### src/rtl/arb_pkg.sv
// Shared defaults and the round-robin pick helper
// for the register-bank write arbiter.
package arb_pkg;

  localparam int NREQ_DEF  = 4;
  localparam int DEPTH_DEF = 8;
  localparam int AW_DEF    = 3;
  localparam int CNT_W     = 16;

  // Returns {found, index}; search starts at p and wraps at n.
  function automatic logic [3:0] rr_pick(
    input logic [7:0] v,
    input int         n,
    input logic [2:0] p
  );
    logic [3:0] r;
    int         j;
    r = '0;
    for (int k = n - 1; k >= 0; k--) begin
      j = (int'(p) + k) % n;
      if (v[3'(j)]) r = {1'b1, 3'(j)};
    end
    return r;
  endfunction

endpackage

### src/rtl/reg_arbiter_reg.sv
// One bank register: synchronous clear,
// load on enable.
module reg_arbiter_reg #(
  parameter int WIDTH = 32
)(
  input  logic                    clk,
  input  logic                    rst,
  input  logic                    en,
  input  logic signed [WIDTH-1:0] d,
  output logic signed [WIDTH-1:0] q
);

  always_ff @(posedge clk) begin
    if (rst)     q <= '0;
    else if (en) q <= d;
  end

endmodule

### src/rtl/reg_arbiter.sv
// Round-robin arbiter granting NREQ writers
// access to a bank of registers.
module reg_arbiter
  import arb_pkg::*;
#(
  parameter int WIDTH = 32,
  parameter int NREQ  = NREQ_DEF,
  parameter int DEPTH = DEPTH_DEF,
  parameter int AW    = AW_DEF
)(
  input  logic                         clk,
  input  logic                         rst,
  input  logic [NREQ-1:0]              req_valid,
  input  logic [NREQ*AW-1:0]           req_addr,
  input  logic signed [NREQ*WIDTH-1:0] req_data,
  output logic [NREQ-1:0]              req_ready,
  input  logic [AW-1:0]                rd_addr,
  output logic signed [WIDTH-1:0]      rd_data,
  output logic [2:0]                   grant_id,
  output logic [CNT_W-1:0]             wr_count
);

  logic [2:0]              ptr_q, ptr_d;
  logic [2:0]              gid_q, gid_d;
  logic [CNT_W-1:0]        cnt_q, cnt_d;
  logic signed [WIDTH-1:0] rd_q;
  logic signed [WIDTH-1:0] bank_q [DEPTH];

  logic [7:0]              vld_ext;
  logic [3:0]              pick;
  logic [2:0]              gidx;
  logic                    xfer;
  logic [AW-1:0]           waddr;
  logic signed [WIDTH-1:0] wdata;

  always_comb begin
    vld_ext = '0;
    vld_ext[NREQ-1:0] = req_valid;
    pick  = rr_pick(vld_ext, NREQ, ptr_q);
    gidx  = pick[2:0];
    xfer  = pick[3] && !rst;
    req_ready = '0;
    if (xfer) req_ready = NREQ'(1) << gidx;
    waddr = req_addr[int'(gidx)*AW +: AW];
    wdata = req_data[int'(gidx)*WIDTH +: WIDTH];
  end

  always_comb begin
    ptr_d = ptr_q;
    gid_d = gid_q;
    cnt_d = cnt_q;
    if (xfer) begin
      ptr_d = (int'(gidx) == NREQ - 1) ? 3'd0 : gidx + 3'd1;
      gid_d = gidx;
      if (cnt_q != '1) cnt_d = cnt_q + 16'd1;
    end
  end

  always_ff @(posedge clk) begin
    if (rst) begin
      ptr_q <= '0;
      gid_q <= '0;
      cnt_q <= '0;
      rd_q  <= '0;
    end else begin
      ptr_q <= ptr_d;
      gid_q <= gid_d;
      cnt_q <= cnt_d;
      rd_q  <= bank_q[rd_addr];
    end
  end

  for (genvar j = 0; j < DEPTH; j++) begin : g_bank
    reg_arbiter_reg #(.WIDTH(WIDTH)) u_reg (
      .clk (clk),
      .rst (rst),
      .en  (xfer && (waddr == AW'(j))),
      .d   (wdata),
      .q   (bank_q[j])
    );
  end

  assign rd_data  = rd_q;
  assign grant_id = gid_q;
  assign wr_count = cnt_q;

endmodule

### config.mk
export PLATFORM = sky130hd
export DESIGN_NAME = reg_arbiter
export DESIGN_NICKNAME = d
export VERILOG_FILES = /design/src/rtl/arb_pkg.sv /design/src/rtl/reg_arbiter_reg.sv /design/src/rtl/reg_arbiter.sv
export SDC_FILE = /design/constraint.sdc
export NUM_CORES = 1
export LEC_CHECK = 0
export BUFFER_PORTS_ARGS = -buffer_cell sky130_fd_sc_hd__buf_4
export CORE_UTILIZATION = 52
export CTS_CLUSTER_DIAMETER = 100
export CTS_CLUSTER_SIZE = 20
export DETAILED_ROUTE_END_ITERATION = 10
export GPL_TIMING_DRIVEN = 0
export PLACE_DENSITY = 0.76
export SETUP_SLACK_MARGIN = 0.2
export SLEW_MARGIN = 20
export SYNTH_ARGS = -nofsm -noshare
export SYNTH_HDL_FRONTEND = slang
export SYNTH_SLANG_ARGS = --single-unit
### constraint.sdc
create_clock -name clk -period 2.1 [get_ports clk]
set_input_delay 0.105 -clock clk [delete_from_list [all_inputs] [get_ports clk]]
set_output_delay 0.105 -clock clk [all_outputs]
set_load 0.1 [all_outputs]
==> qor.yml <==
outcome:
  outcome: "complete, but fails checks"
  violations: "setup timing"
synth:
  ys_types: 50
  avgSynthCellArea_um2: 11.1
  synth_edf_count: 0
  netlist_area_um2: 15000
  yosysWarnings: 0
  synth_seq_cells: 308
  async_reset_ff_share_pct: 0
  syn_inst: 1353
  synth_nets: 1507
  synth.yosys.seq_area_share_pct: 41.1
  synthFlopType: "dfxtp_1"
worst_setup_path:
  end_kind: "register"
  cp_max_fo: 10
  timing.rr.start: "ptr_q[0]"
  critPathLaunchType: "register"
  crit_path_max_incr_delay_ns: 0.52
  cp-startpoint: "ptr_q[0]"
  r2r-end: "g_bank[5].u_reg.q[4]"
  crit_family: "simple AND/OR/NAND/NOR gates"
  reg2reg_depth: 8
  worstPathCellList: "and2b_4 > or4_4 > buf_12 > clkbuf_8 > and3_4 > a211oi_4 > a311o_2 > mux2i_1"
  r2r_setup_slack_ns: -0.40
  cp_slowest_cell: "or4_4"
  critPathArrivalTime_ns: 2.91
  critPathBufInv: 2
  critical_path_class: "register to register"
  required_ns: 2.50
cells_and_area:
  layout-drive-gt1-share_pct: 32.4
  area_growth_pct: 27.6
  regArea_um2: 6220
  fillCellCount: 2150
  multiInputGateArea_um2: 8500
  design_area_um2: 19100
  fin_nets: 1781
placed_design:
  dp_hpwl_um: 29400
  dpl_cell_area_um2: 17100
  io_buffers: 198
  gp_congestion: 0.824
grt:
  grt_pass1_vias: 11800
  grt_first_pass_wirelength_um: 66600
  grt_max_degree: 22
  grt_use_total_pct: 29.7
  grt_antenna_before_repair: 0
  overflow: 0
clock_network:
  clock-root-buffer: "clkbuf_16"
  cts_tree: "done"
  clock_sinks: 308
  cts_buffer_depth: 3
  ctsHtreeMaxLevel: 1
  cts_inserted_buffers: 19
  clock_latency_ns: 0.52
  clkSlewWorstSetupHoldPaths_ns: 0.09
detailed_routing:
  drt-initial-drc-count: 989
  vias: 11700
  ant_nets: 0
  wirelength_um: 45800
  remaining_drc_errors: 0
  routedWlPerCell_um: 22.8
  firstDrtPassIters: 5
  via_per_inst: 5.83
power:
  peakVddDrop_mv: 0.748
  p_per_area_nw_per_um2: 832
  p_leak_nw: 8.95
sta:
  whs_ns: 0.0576
  post-route-period-util_pct: 119
  drv_slew: 0
  finalWorstSetupSlack_ns: -0.404
  setup_viol: 260
  clock_skew_ns: 0.0260
  finalHoldViolations: 0
  rsz0062_at_grt: "true"
  fmax_ghz: 0.399
  tns_ns: -79.70
  fin_crit_ns: 2.50
  slew_headroom_pct: 32.6
  worst_slew_pin_slew_ns: 1.01
floorplanning:
  rows: 61
  die_h_um: 172
  ioPinCount: 204
  core_area_um2: 28100
  die_w_um: 172
  die_area_um2: 29500
  start_util_pct: 53.4
hold_path:
  min_to: "ptr_q[0]"
  min_path_cells: 4
  hp-class: "input pin to register"
  min_from: "req_valid[2]"
job:
  drv_cap: 0
==> stage by stage <==
step	util, %	std cells	total power [W]	setup WS [ns]
final	68.1	2006	0.0159	-0.404
after global routing	68.1	2005	0.0164	-0.421
after CTS	65.6	1982	0.0153	-0.417
after detailed placement	60.7	1929	0.0111	-0.727
after global placement	60.7	1929	0.0110	-0.671
after floorplan	-	1353	0.00982	-0.0729
==> layout make-up <==
type	count	area share (%)
multi-input combinational	934	44.4
sequential	308	32.5
timing repair buffer	253	12.5
buffer	109	5.38
clock buffer	20	2.50
tap	378	2.47
clock inverter	1	0.0850
inverter	2	0.0523
antenna	1	0.0131
==> registers in the layout, summed over array words and instances, names as in the netlist <==
name	count
g_bank.u_reg.q	256
rd_data	32
wr_count	16
grant_id	2
ptr_q	2
==> worst reg2reg max path, cell delays in order (launching register included) <==
cell and delay (ns):
dfxtp_2 0.36, and2b_4 0.22, or4_4 0.52, buf_12 0.18, clkbuf_8 0.18, and3_4 0.18, a211oi_4 0.33, a311o_2 0.30
mux2i_1 0.12
==> what timing repair did <==
item / in CTS / in global routing
pin swaps: 32 / 24
endpoints found under the setup margin: 305 / 310
hold buffers: 1 / 0
buffers inserted: 30 / 9
resized for setup: 124 / 81
endpoints found under the hold margin: 3 / 0
cloned: 1 / 13
==> placed cells by master (no fill, tap or decap), types with 12 or more instances in the layout <==
cell type and count:
nand2b_1 259, buf_4 218, a311o_2 32, nor2_1 51
a211oi_2 20, mux2i_1 289, nand2_1 75, clkbuf_2 15
buf_12 47, dfxtp_1 290, clkbuf_1 40, and3_1 30
xor2_1 12, mux4_2 64, clkbuf_16 33, dfxtp_4 14
==> synthesized netlist by cell type (4+ instances only) <==
cell type	instances	area, µm²
buf_2	9	45.0
and2_1	4	25.0
nor4_1	5	31.3
nand2b_1	259	1620
dfxtp_1	308	6170
mux2i_1	290	2900
clkbuf_1	61	229
buf_6	26	293
a211oi_1	34	255
mux4_2	64	1440
o211ai_4	8	170
a311o_2	30	338
nor2_1	52	195
buf_1	10	37.5
and3_1	33	206
nand2_1	79	297
nand3_1	10	50.1
nand4_1	4	25.0
ha_1	5	62.6
xor2_1	12	105
o21ai_1	4	20.0
==> metal layers <==
metal	vias up	GRT usage, %	share of wire (%)
li1	5320	-	-
met4	0	12.8	4.3
met1	5867	37.4	41
met3	94	4.67	5.1
met2	406	50.4	49
met5	-	0.174	0
==> cells by family after synthesis <==
family / synth area share, %
adder cells (fa/ha/maj): 0.417
multiplexers: 29.0
AO/OA/AOI/OAI: 6.57
XOR/XNOR: 0.818
other: 0.0250
AND/OR/NAND/NOR: 17.9
flip-flops: 41.1
buffers and inverters: 4.23
==> power by group <==
group	internal, W	switching, W	leakage [nW]	total [W]
clock network	0.00164	0.00200	0.242	0.00365
logic	0.00258	0.00307	6.21	0.00566
registers	0.00635	0.000272	2.50	0.00663
==> worst max path at each step <==
stage                                      end  cells after the start  slack (ns)
final                     g_bank[5].u_reg.q[4]                      8       -0.40
after global routing              req_ready[3]                     10       -0.42
after floorplan           g_bank[1].u_reg.q[5]                      9       -0.07
after CTS                         req_ready[3]                     10       -0.42
after detailed placement  g_bank[2].u_reg.q[3]                      8       -0.73
after global placement    g_bank[2].u_reg.q[4]                      8       -0.67
(Power assumes the default switching activity.)
